[config.mk]
export PLATFORM = sky130hd
export DESIGN_NAME = lzc_norm_pipe
export DESIGN_NICKNAME = d
export VERILOG_FILES = /design/src/rtl/lzc_norm_pipe.sv
export SDC_FILE = /design/constraint.sdc
export NUM_CORES = 1
export LEC_CHECK = 0
export CAP_MARGIN = 5
export CORE_MARGIN = 3
export CORE_UTILIZATION = 61
export CTS_BUF_LIST = sky130_fd_sc_hd__clkbuf_8
export CTS_CLUSTER_DIAMETER = 60
export DETAILED_ROUTE_END_ITERATION = 6
export PLACE_DENSITY = 0.95
export SLEW_MARGIN = 20
export SYNTH_ARGS = -nofsm -noshare
export SYNTH_HDL_FRONTEND = slang
export SYNTH_SLANG_ARGS = --single-unit
[constraint.sdc]
create_clock -name clk -period 5.7 [get_ports clk]
set_input_delay 1.425 -clock clk [delete_from_list [all_inputs] [get_ports clk]]
set_output_delay 1.425 -clock clk [all_outputs]
set_load 0.1 [all_outputs]
[src/rtl/lzc_norm_pipe.sv]
// lzc_norm_pipe: two-stage pipelined leading-zero counter and normaliser for
// the FP multiplier datapath.
//
// Stage 1 splits the word into NSEG = WIDTH/SEG segments (segment 0 = MSBs).
// For each segment it registers a leading-zero count and a nonzero flag,
// together with the word and its tag.
// Stage 2 picks the first nonzero segment k by priority and forms
// z = k*SEG + cnt[k]. It then registers z, the zero flag, data << z and the tag.
//
// Ports
//   clk, rst_n          clock (rising edge), async active-low reset
//   in_valid/in_ready   input handshake; in_ready depends only on pipeline
//                       state and out_ready, never on in_valid
//   in_data, in_tag     word to count (MSB = in_data[WIDTH-1]) and sideband
//   out_valid/out_ready output handshake
//   out_z               leading-zero count, 0 for an all-zero word
//   out_zero            captured word was all zero
//   out_norm            in_data << out_z, zero-filled
//   out_tag             sideband of this result
//
// Optional build macro LZC_PERF_EN adds three ports:
//   perf_clr    (in)  synchronous clear of both counters; wins over increment
//   perf_xfers  (out) saturating count of output transfers
//   perf_stalls (out) saturating count of cycles with out_valid && !out_ready
//
// WIDTH and SEG must be powers of two with WIDTH >= 2*SEG and SEG >= 2.

// Per-segment leading-zero counter. Its count is meaningless when nz = 0;
// the combine stage ignores it in that case.
module lzc_seg #(
    parameter int SEG = 8,
    parameter int SW  = $clog2(SEG)
) (
    input  logic [SEG-1:0] seg,
    output logic [SW-1:0]  cnt,
    output logic           nz
);
    always_comb begin
        cnt = '0;
        // Scan LSB to MSB so that the highest set bit is the last to write cnt.
        for (int i = 0; i < SEG; i++) begin
            if (seg[i]) cnt = SW'(SEG - 1 - i);
        end
    end

    assign nz = |seg;
endmodule

module lzc_norm_pipe #(
    parameter int WIDTH = 32,
    parameter int SEG   = 8,
    parameter int TAG_W = 4
) (
    input  logic                       clk,
    input  logic                       rst_n,
`ifdef LZC_PERF_EN
    input  logic                       perf_clr,
    output logic [15:0]                perf_xfers,
    output logic [15:0]                perf_stalls,
`endif
    input  logic                       in_valid,
    output logic                       in_ready,
    input  logic [WIDTH-1:0]           in_data,
    input  logic [TAG_W-1:0]           in_tag,
    output logic                       out_valid,
    input  logic                       out_ready,
    output logic [$clog2(WIDTH)-1:0]   out_z,
    output logic                       out_zero,
    output logic [WIDTH-1:0]           out_norm,
    output logic [TAG_W-1:0]           out_tag
);
    localparam int NSEG = WIDTH / SEG;
    localparam int SW   = $clog2(SEG);
    localparam int ZW   = $clog2(WIDTH);

    // Segment counters, combinational on the incoming word.
    logic [NSEG-1:0][SW-1:0] seg_cnt;
    logic [NSEG-1:0]         seg_nz;

    for (genvar g = 0; g < NSEG; g++) begin : g_seg
        lzc_seg #(.SEG(SEG), .SW(SW)) u_seg (
            .seg (in_data[WIDTH-1-g*SEG -: SEG]),
            .cnt (seg_cnt[g]),
            .nz  (seg_nz[g])
        );
    end

    // Stage 1 state.
    logic                    s1_valid_q, s1_valid_d;
    logic [WIDTH-1:0]        s1_data_q,  s1_data_d;
    logic [TAG_W-1:0]        s1_tag_q,   s1_tag_d;
    logic [NSEG-1:0][SW-1:0] s1_zcnt_q,  s1_zcnt_d;
    logic [NSEG-1:0]         s1_nz_q,    s1_nz_d;

    // Stage 2 state, which drives the outputs directly.
    logic                    s2_valid_q, s2_valid_d;
    logic [ZW-1:0]           s2_z_q,     s2_z_d;
    logic                    s2_zero_q,  s2_zero_d;
    logic [WIDTH-1:0]        s2_norm_q,  s2_norm_d;
    logic [TAG_W-1:0]        s2_tag_q,   s2_tag_d;

    logic adv1, adv2, acc1, ld2;
    logic [ZW-1:0] comb_z;

    // Handshake. A stage advances when it is empty or the stage after it
    // advances, so a full pipeline can accept and drain in the same cycle.
    always_comb begin
        adv2 = !s2_valid_q || out_ready;
        adv1 = !s1_valid_q || adv2;
        acc1 = in_valid && adv1;
        ld2  = adv2 && s1_valid_q;
    end

    assign in_ready = adv1;

    // Stage 1 next state.
    always_comb begin
        s1_valid_d = adv1 ? in_valid : s1_valid_q;
        s1_data_d  = s1_data_q;
        s1_tag_d   = s1_tag_q;
        s1_zcnt_d  = s1_zcnt_q;
        s1_nz_d    = s1_nz_q;
        if (acc1) begin
            s1_data_d = in_data;
            s1_tag_d  = in_tag;
            s1_zcnt_d = seg_cnt;
            s1_nz_d   = seg_nz;
        end
    end

    // Priority combine. Scanning from the last segment down to segment 0
    // leaves the first nonzero segment's value in comb_z. The maximum result
    // is WIDTH-1, so it fits in ZW bits.
    always_comb begin
        comb_z = '0;
        for (int i = NSEG - 1; i >= 0; i--) begin
            if (s1_nz_q[i]) comb_z = ZW'(i * SEG) + ZW'(s1_zcnt_q[i]);
        end
    end

    // Stage 2 next state. The output registers change only when a new word
    // loads, which keeps them stable for the whole of a stall.
    always_comb begin
        s2_valid_d = adv2 ? s1_valid_q : s2_valid_q;
        s2_z_d     = s2_z_q;
        s2_zero_d  = s2_zero_q;
        s2_norm_d  = s2_norm_q;
        s2_tag_d   = s2_tag_q;
        if (ld2) begin
            s2_z_d    = comb_z;
            s2_zero_d = ~|s1_nz_q;
            // An all-zero word has comb_z = 0, so the shift still gives zero.
            s2_norm_d = s1_data_q << comb_z;
            s2_tag_d  = s1_tag_q;
        end
    end

    always_ff @(posedge clk or negedge rst_n) begin
        if (!rst_n) begin
            s1_valid_q <= 1'b0;
            s1_data_q  <= '0;
            s1_tag_q   <= '0;
            s1_zcnt_q  <= '0;
            s1_nz_q    <= '0;
            s2_valid_q <= 1'b0;
            s2_z_q     <= '0;
            s2_zero_q  <= 1'b0;
            s2_norm_q  <= '0;
            s2_tag_q   <= '0;
        end else begin
            s1_valid_q <= s1_valid_d;
            s1_data_q  <= s1_data_d;
            s1_tag_q   <= s1_tag_d;
            s1_zcnt_q  <= s1_zcnt_d;
            s1_nz_q    <= s1_nz_d;
            s2_valid_q <= s2_valid_d;
            s2_z_q     <= s2_z_d;
            s2_zero_q  <= s2_zero_d;
            s2_norm_q  <= s2_norm_d;
            s2_tag_q   <= s2_tag_d;
        end
    end

    assign out_valid = s2_valid_q;
    assign out_z     = s2_z_q;
    assign out_zero  = s2_zero_q;
    assign out_norm  = s2_norm_q;
    assign out_tag   = s2_tag_q;

`ifdef LZC_PERF_EN
    logic [15:0] perf_xfers_q,  perf_xfers_d;
    logic [15:0] perf_stalls_q, perf_stalls_d;

    always_comb begin
        perf_xfers_d  = perf_xfers_q;
        perf_stalls_d = perf_stalls_q;
        if (perf_clr) begin
            perf_xfers_d  = '0;
            perf_stalls_d = '0;
        end else begin
            if (s2_valid_q && out_ready && perf_xfers_q != 16'hFFFF)
                perf_xfers_d = perf_xfers_q + 16'd1;
            if (s2_valid_q && !out_ready && perf_stalls_q != 16'hFFFF)
                perf_stalls_d = perf_stalls_q + 16'd1;
        end
    end

    always_ff @(posedge clk or negedge rst_n) begin
        if (!rst_n) begin
            perf_xfers_q  <= '0;
            perf_stalls_q <= '0;
        end else begin
            perf_xfers_q  <= perf_xfers_d;
            perf_stalls_q <= perf_stalls_d;
        end
    end

    assign perf_xfers  = perf_xfers_q;
    assign perf_stalls = perf_stalls_q;
`endif
endmodule
==> out/metrics.csv <==
metric,value,unit
DP Wirelength,11.9,mm
f_max,263,MHz
leakage power,2.82,nW
Crit. End Element,output pin,
"Clk Latency, worst-skew pair",370,ps
root buffer cell,clkbuf_8,
Worst Path Buf+Inv,2,
Setup WS pre-CTS,1910,ps
antenna violations before repair,0,
Synth Register Bits,96,
DRC violations left,0,
status,"finished, final reports clean",
Clock Skew,15.8,ps
die area,10200,um2
core footprint,8760,um2
Final nets,660,
Max Root-Sink Buffers,2,
post-route ant nets,0,
Max Slew Vio Count,0,
PostCTS Resize Cnt,0,
design area,6570,um2
Final Hold Fails,0,
Area Overhead vs Synth,19.1,%
Mean Syn Cell Area,9.96,um2
max cap viols,0,
startpoint types,input pin,
vias per cell,6.92,
synth warn,0,
Antenna Cells,0,
I/O Buffers,83,
H-tree depth,3,
GPL Wtd Cong,0.996,
Hold Buf Count CTS,0,
asr flop ratio synth,100,%
Crit Path Category,input pin to output pin,
Worst Slack Setup Final,1890,ps
worst hold-check path type,register to register,
cell-by-cell trace of the critical path,"clkdlybuf4s50_1, nor2b_1, nand2_1, buf_4",
slew margin rel.,29.0,%
routed vias,5069,
Initial Util,63.0,%
largest net degree at the start of global routing,55,
synthesized net count,594,
"slowest stage delay, CP",410,ps
Die X,101,um
post-synthesis sequential area ratio,43.5,%
worst vdd ir,0.187,mV
GRT Total Usage,31.8,%
Post-CTS Setup Bufs,0,
drt total wl,15.9,mm
Fill cells,625,
Setup TNS,0,ps
Slew @ Worst Pin,1060,ps
Std-Cell Rows,34,
total grt overflow,0,
CP Max Fanout,3,
clk sink count,96,
RSZ-0062 raised after global routing,no,
synthesized area,5520,um2
DR pass1 iterations,6,
post-route clock period utilization,66.8,%
clk slew on worst S/H paths,100,ps
Syn Inst Count,554,
Pwr Density,407,nW/um2
DR WL/cell,21.7,um
total power,2.67,mW
CTS tree,built,
critical path arrival,2380,ps
"CP delay by family, top",buffers and inverters,
Worst path slowest cell,clkdlybuf4s50_1,
vias in the first global route,4932,
Die H,101,um
num ports,84,
library cells used by synthesis,55,
ys flop type,dfrtp_1,
total CTS buffers,9,
Fin Hold WS,487,ps
"EDFF count, synth",0,
fin crit period,3810,ps
placed inst area,6360,um2
Setup Viol. Count Final,0,
Worst Path Required,4280,ps
initial DRC count,470,
fraction of layout cells with a size suffix above 1,10.4,%
first-pass GRT wire length,25.6,mm
[area by class of cell]
class	count	area, um2	area share, %
Timing Repair Buffer	91	886	13.5
Multi-Input combinational cell	403	2870	43.6
Inverter	19	71.3	1.09
Sequential cell	96	2400	36.6
Clock buffer	10	138	2.09
Tap cell	108	135	2.06
Clock inverter	6	72.6	1.10
[worst register-to-register path: cells and delay by family, from the launching register on]
family,cells,cell delay (ps)
compound gates,3,1500
flops,1,640
mux,2,730
simple gates,1,590
[cell usage after synthesis, drive strengths merged, types with 9 or more instances]
library cell  instances  area [um2]
a2111oi              26         236
a211oi               10        80.1
a21oi                28         140
a22oi                17         128
buf                  15         103
clkbuf               21        80.1
dfrtp                96        2400
inv                  19        71.3
mux2                 31         357
mux2i                46         460
nand2                66         248
nand3                12        60.1
nor2                 24        90.1
nor3                  9        45.0
o21ai                28         140
o221ai               11        96.3
o31ai                11        82.6
[logic make-up after synthesis]
group | after synthesis | share of synthesized area, %
AOI/OAI and AO/OA | 179 | 23.7
buffers and inverters | 55 | 4.60
DFF | 96 | 43.5
muxes | 80 | 16.0
and+or+nand+nor | 144 | 12.2
[power breakdown]
group / leakage [nW] / internal [mW] / switching [mW]
sequential: 1.18 / 0.805 / 0.102
clock: 0.104 / 0.220 / 0.256
combinational: 1.54 / 0.348 / 0.941
total: 2.82 / 1.37 / 1.30
[metrics by stage]
stage                     util, %  instances
after global routing         75.0        733
after detailed placement     72.6        717
after CTS                    75.0        733
after floorplan                 -        554
after global placement       72.6        717
final                        75.0        733
[worst paths after layout]
path	from	endpoint	slack (ps)	depth (start not counted)
min	s1_tag_q[3]	out_tag[3]	490	2
max	out_ready	in_ready	1890	4
min reg2reg	s1_tag_q[3]	out_tag[3]	490	2
max in group asynchronous	rst_n	s1_nz_q[2]	3580	2
max reg2reg	s1_nz_q[0]	out_norm[26]	2100	6
min in group asynchronous	rst_n	out_z[2]	1040	1
[state kept, by name, summed over array words and instances (netlist names)]
name	cells
s1_valid_q	1
s1_tag_q	4
s1_data_q	32
out_zero	1
s1_zcnt_q	12
out_norm	32
s1_nz_q	4
out_z	5
out_tag	4
out_valid	1
[metal layers]
layer	part of all wire, %	global-route usage (%)	vias up	wire [um]
li1	-	-	2260	-
met3	7.9	5.40	44	1250
met2	47	49.7	295	7420
met4	3.6	13.5	0	570
met1	42	44.0	2470	6690
met5	0	0	-	0
[cells in the final DEF (no fill, tap or decap), types with 5 or more instances in the layout]
master,netlist,routed
and2_1,5,5
buf_4,0,10
nand2b_1,6,6
o31ai_1,11,11
clkbuf_8,0,10
o21ai_0,27,27
a211oi_1,9,9
nor3_1,9,9
mux2_2,28,28
nand3_1,12,12
dfrtp_1,96,96
a21oi_1,28,28
o221ai_1,11,11
nor4_1,7,7
a22o_1,6,6
a22oi_1,17,17
inv_1,19,19
clkdlybuf4s50_1,0,81
nand2_1,66,65
a221oi_1,7,7
mux2i_1,46,46
nor2_1,24,24
a2111oi_0,23,23
o211ai_1,5,5
Note: power is estimated with default switching activity, not from simulation.
